==> config.mk <==
export PLATFORM = sky130hd
export DESIGN_NAME = multdiv
export DESIGN_NICKNAME = d
export VERILOG_FILES = /design/src/rtl/multdiv.sv
export SDC_FILE = /design/constraint.sdc
export NUM_CORES = 1
export LEC_CHECK = 0
export CAP_MARGIN = 20
export CORE_ASPECT_RATIO = 0.5
export CORE_MARGIN = 4
export CORE_UTILIZATION = 60
export CTS_BUF_LIST = sky130_fd_sc_hd__clkbuf_16
export CTS_CLUSTER_SIZE = 20
export DETAILED_ROUTE_END_ITERATION = 10
export PLACE_DENSITY = 0.82
export SLEW_MARGIN = 20
export SYNTH_ARGS = -nofsm -noshare
export SYNTH_HDL_FRONTEND = slang
export SYNTH_SLANG_ARGS = --single-unit
==> constraint.sdc <==
create_clock -name clock -period 6.45 [get_ports clock]
set_input_delay 1.29 -clock clock [delete_from_list [all_inputs] [get_ports clock]]
set_output_delay 1.29 -clock clock [all_outputs]
set_load 0.005 [all_outputs]
==> src/rtl/multdiv.sv <==
// rtl/multdiv.sv - iterative signed multiply/divide unit beside the execute-stage ALU
//
// Purpose:
//   Runs a signed WIDTH-bit multiply (shift-add) or divide (restoring) over WIDTH
//   iterations. One shared WIDTH+1-bit adder/subtractor serves both operations.
//   Both operations work on operand magnitudes, and the sign is fixed in DONE.
//
// Ports:
//   clock          rising-edge clock
//   reset          synchronous, active-high; aborts any operation in flight
//   data_operandA  multiplicand / dividend, sampled on the start edge
//   data_operandB  multiplier / divisor, sampled on the start edge
//   ctrl_MULT      start pulse for A*B (wins if ctrl_DIV is also high)
//   ctrl_DIV       start pulse for A/B
//   data_result    low product word or quotient, held between operations
//   data_exception overflow / divide-by-zero, held between operations
//   data_resultRDY one-cycle completion strobe

module multdiv #(
  parameter int WIDTH = 32
) (
  input  logic             clock,
  input  logic             reset,
  input  logic [WIDTH-1:0] data_operandA,
  input  logic [WIDTH-1:0] data_operandB,
  input  logic             ctrl_MULT,
  input  logic             ctrl_DIV,
  output logic [WIDTH-1:0] data_result,
  output logic             data_exception,
  output logic             data_resultRDY
);

  localparam int CW = $clog2(WIDTH);

  typedef enum logic [1:0] {IDLE, BUSY, DONE} state_t;

  state_t state, state_next;

  logic             start, start_div;
  logic             load, step, finish;
  logic [CW-1:0]    count;
  logic             op_div, neg, div_zero;
  // hi:lo is the product (mult) or remainder:quotient (div); m is the fixed addend
  logic [WIDTH-1:0] hi, lo, m;
  logic [WIDTH-1:0] abs_a, abs_b;
  logic [WIDTH:0]   add_a, add_b, add_sum, mul_sum;
  logic [2*WIDTH-1:0] prod_signed;
  logic [WIDTH-1:0] quot_signed;
  logic [WIDTH-1:0] fix_result;
  logic             fix_exc;

  assign start     = ctrl_MULT | ctrl_DIV;
  assign start_div = ctrl_DIV & ~ctrl_MULT;

  // Magnitudes stay unsigned WIDTH bits, so -2^(WIDTH-1) becomes 2^(WIDTH-1) exactly
  assign abs_a = data_operandA[WIDTH-1] ? -data_operandA : data_operandA;
  assign abs_b = data_operandB[WIDTH-1] ? -data_operandB : data_operandB;

  // Shared adder: mult adds m to the upper half. Div subtracts m from the
  // remainder shifted left with the next dividend bit.
  always_comb begin
    add_a   = op_div ? {hi, lo[WIDTH-1]} : {1'b0, hi};
    add_b   = op_div ? ~{1'b0, m} : {1'b0, m};
    add_sum = add_a + add_b + (WIDTH+1)'(op_div);
    mul_sum = lo[0] ? add_sum : {1'b0, hi};
  end

  // Sign fix and exception evaluation, consumed only in DONE
  always_comb begin
    prod_signed = neg ? -{hi, lo} : {hi, lo};
    quot_signed = neg ? -lo : lo;
    fix_result  = '0;
    fix_exc     = 1'b0;
    if (op_div) begin
      if (div_zero) begin
        fix_result = '0;
        fix_exc    = 1'b1;
      end else begin
        fix_result = quot_signed;
        // a positive quotient of 2^(WIDTH-1) only arises from -2^(WIDTH-1) / -1
        fix_exc    = ~neg & lo[WIDTH-1];
      end
    end else begin
      fix_result = prod_signed[WIDTH-1:0];
      fix_exc    = ~((&prod_signed[2*WIDTH-1:WIDTH-1]) | ~(|prod_signed[2*WIDTH-1:WIDTH-1]));
    end
  end

  // FSM: state register
  always_ff @(posedge clock) begin
    if (reset) state <= IDLE;
    else       state <= state_next;
  end

  // FSM: next state (a start pulse restarts from any state)
  always_comb begin
    state_next = state;
    if (start) begin
      state_next = BUSY;
    end else begin
      case (state)
        IDLE:    state_next = IDLE;
        BUSY:    state_next = (count == CW'(WIDTH-1)) ? DONE : BUSY;
        DONE:    state_next = IDLE;
        default: state_next = IDLE;
      endcase
    end
  end

  // FSM: control outputs
  always_comb begin
    load   = start;
    step   = (state == BUSY) & ~start;
    finish = (state == DONE) & ~start;
  end

  // Datapath and result registers
  always_ff @(posedge clock) begin
    if (reset) begin
      count          <= '0;
      op_div         <= 1'b0;
      neg            <= 1'b0;
      div_zero       <= 1'b0;
      hi             <= '0;
      lo             <= '0;
      m              <= '0;
      data_result    <= '0;
      data_exception <= 1'b0;
      data_resultRDY <= 1'b0;
    end else begin
      data_resultRDY <= 1'b0;
      if (load) begin
        count    <= '0;
        op_div   <= start_div;
        neg      <= data_operandA[WIDTH-1] ^ data_operandB[WIDTH-1];
        div_zero <= start_div & (data_operandB == '0);
        hi       <= '0;
        lo       <= start_div ? abs_a : abs_b;
        m        <= start_div ? abs_b : abs_a;
      end else if (step) begin
        count <= count + CW'(1);
        if (op_div) begin
          if (!add_sum[WIDTH]) begin
            hi <= add_sum[WIDTH-1:0];
            lo <= {lo[WIDTH-2:0], 1'b1};
          end else begin
            hi <= add_a[WIDTH-1:0];
            lo <= {lo[WIDTH-2:0], 1'b0};
          end
        end else begin
          hi <= mul_sum[WIDTH:1];
          lo <= {mul_sum[0], lo[WIDTH-1:1]};
        end
      end else if (finish) begin
        data_result    <= fix_result;
        data_exception <= fix_exc;
        data_resultRDY <= 1'b1;
      end
    end
  end

endmodule

==> flow_metrics.tcl <==
set metrics [dict create \
    cts.sink_count 140 \
    layout-drive-gt1-share_pct 7.70 \
    grt_pass1_vias 12400 \
    drt-vias-per-instance 6.99 \
    grt_max_degree 109 \
    post-synth-top-area-fraction_pct 22.0 \
    start_util_pct 61.5 \
    hold_start "data_result[27]$_SDFFE_PP0P_" \
    ant_nets 0 \
    min_path_cells 2 \
    place_congestion 0.977 \
    critPathArrivalTime_ns 5.54 \
    holdPathEnd "data_result[27]$_SDFFE_PP0P_" \
    tns_ns 0 \
    layout_common_cells "nor2_1, dfxtp_1, nand2_1, xor2_1, clkdlybuf4s50_1" \
    max_slew_margin_pct 24.0 \
    synth-edff-count 0 \
    syn_inst 1666 \
    drt_pre_antenna_iters 6 \
    finalPower_mw 2.85 \
    r2r_start "op_div$_SDFFE_PP0N_" \
    ys_seq_elements 140 \
    die_w_microns 214 \
    synthesis.nets 1771 \
    setup_ws_ns 1.25 \
    ys_seq_area_share_pct 22.0 \
    synth.area.top_cells "dfxtp_1, xor2_1, nor2_1" \
    hold_class "register to register" \
    cts.clk_slew.worst_paths_ns 0.07 \
    cts_made_buffers 17 \
    drv_slew 0 \
    fin_skew_ns 0.0135 \
    avgSynthCellArea_sq_um 7.64 \
    cts_setup_buffers 0 \
    r2r_end "hi[13]$_SDFFE_PP0P_" \
    grt_pass1_wl_mm 69.9 \
    num_rows 37 \
    power_density_mw_per_mm2 201 \
    met2_usage_pct 53.4 \
    grt.met1_usage_pct 51.7 \
    rr_worst_depth 13 \
    io_buffers 101 \
    clockRootBuffer "clkbuf_16" \
    fin_crit_ns 5.20 \
    critPathKind "register to register" \
    boundaryPins 102 \
    finalCritPeriodShare_pct 80.5 \
    cts_resized 0 \
    routed-via-count 13500 \
    ir_drop_v 0.000142 \
    setup_viol 0 \
    synth_flop_cell "dfxtp_1" \
    layout.cells.most_common "nor2_1" \
    cts_buffer_depth 2 \
    synth_cell_types 89 \
    path_max_fanout 60 \
    die_area_sq_mm 0.0237 \
    antenna_found_initial 2 \
    yosysTopAreaCell "dfxtp_1" \
    ys_async_sr_fraction_pct 0 \
    wl_per_cell_microns 23.1 \
    cap_viol_max_count 0 \
    core_region_area_sq_mm 0.0207 \
    clock_latency_ns 0.45 \
    dp_hpwl_mm 33.1 \
    syn_area_sq_mm 0.0127 \
    cts_tree "done" \
    top_usage_layer "met2" \
    p_leak_nw 5.29 \
    nNetsFinal 1754 \
    grt-ovfl-total 0 \
    grt_usage_pct 36.3 \
    worstMarginPinSlew_ns 1.11 \
    drt-total-wl_mm 44.8 \
    critPathLaunchType "register" \
    end_kind "register" \
    hold_violations 0 \
    drc 0 \
    status "completed" \
    rsz0062_at_grt "false" \
    yosys_warnings 0 \
    grt_use_met3_pct 10.2 \
    area_growth_pct 11.5 \
    cts.hold.buffers_added 0 \
    fmax_mhz 192 \
    reg2reg_slack_ns 1.25 \
    antenna_cells 0 \
    htree_levels 4 \
    post-place-ws_ns 1.43 \
    required_ns 6.79 \
    die_y_microns 111 \
    first_iter_violations 2198 \
]
[cell usage after synthesis, types with 12 or more instances]
cell type / number
o41ai_1: 18
clkbuf_1: 114
xnor2_1: 74
nor3_1: 26
inv_1: 18
a211oi_1: 83
nor4_1: 17
nor2b_1: 14
buf_1: 20
a22oi_1: 38
a2111oi_0: 18
o31ai_1: 37
mux2i_1: 56
a21oi_1: 70
a221oi_1: 14
a21o_1: 25
o21ai_0: 89
nor2_1: 192
nand2_1: 134
mux2_2: 34
a31oi_1: 26
nand4_1: 23
ha_1: 36
nand3_1: 23
xor2_1: 101
nand2b_1: 17
o221ai_1: 12
dfxtp_1: 140
or4_1: 15
or3_1: 21
[kinds of logic after synthesis]
logic type | synth area share [%]
buf+inv | 5.58
flops | 22.0
compound gates | 27.8
fa+ha+maj | 3.70
xor+xnor | 12.0
mux | 7.42
simple gates | 21.4
[cell type report]
type,count,area (sq um)
clock buffers,17,425
clock inverters,15,196
fillers,1721,6510
inverters,20,75.1
multi-input cells,1353,9230
flip-flops and latches,140,2810
well taps,273,342
repair buffers,117,1110
[routing by layer]
layer	vias up	part of all wire, %
met5	-	0.067
met4	4	2.7
met3	116	13
met2	856	42
met1	6386	43
li1	6162	-
[how the worst max path moves through the flow]
stage	startpoint	endpoint	slack (ns)	cells past startpoint
floorplan	op_div$_SDFFE_PP0N_	hi[13]$_SDFFE_PP0P_	1.50	16
global placement	op_div$_SDFFE_PP0N_	hi[18]$_SDFFE_PP0P_	1.55	13
detailed placement	op_div$_SDFFE_PP0N_	hi[13]$_SDFFE_PP0P_	1.43	13
CTS	op_div$_SDFFE_PP0N_	hi[25]$_SDFFE_PP0P_	1.38	13
global route	op_div$_SDFFE_PP0N_	hi[25]$_SDFFE_PP0P_	0.90	13
finish	op_div$_SDFFE_PP0N_	hi[13]$_SDFFE_PP0P_	1.25	13
[power breakdown]
group / internal [mW] / switching (mW)
logic: 0.299 / 0.486
clock network: 0.592 / 0.473
registers: 0.907 / 0.0941
[flip-flops by register name (all words and copies together), names as in the netlist]
signal / count
m: 32
state: 2
lo: 32
count: 5
data_exception: 1
neg: 1
op_div: 1
hi: 32
data_resultRDY: 1
div_zero: 1
data_result: 32
[worst max-delay path, stage by stage (launching register included)]
cell	delay, ns
dfxtp_4	0.94
buf_4	0.53
mux2_2	0.39
ha_1	0.34
o21ai_0	0.25
nor3b_1	0.08
a221oi_1	0.48
o31a_1	0.40
o21ai_2	0.19
o311ai_0	0.69
nor2_2	0.10
buf_4	0.23
mux2i_1	0.13
a221oi_1	0.31
[per-stage QoR]
stage | utilization, % | area [sq um] | std cells | hold slack (ns)
6_report | 68.6 | 14200 | 1935 | 0.449
5_1_grt | 68.6 | 14200 | 1935 | 0.496
3_3_place_gp | 65.5 | 13600 | 1903 | 0.444
3_5_place_dp | 65.5 | 13600 | 1903 | 0.443
2_1_floorplan | - | 12700 | 1666 | 0.425
4_1_cts | 68.5 | 14200 | 1935 | 0.453
No activity file was read; power rests on OpenSTA's default activity.
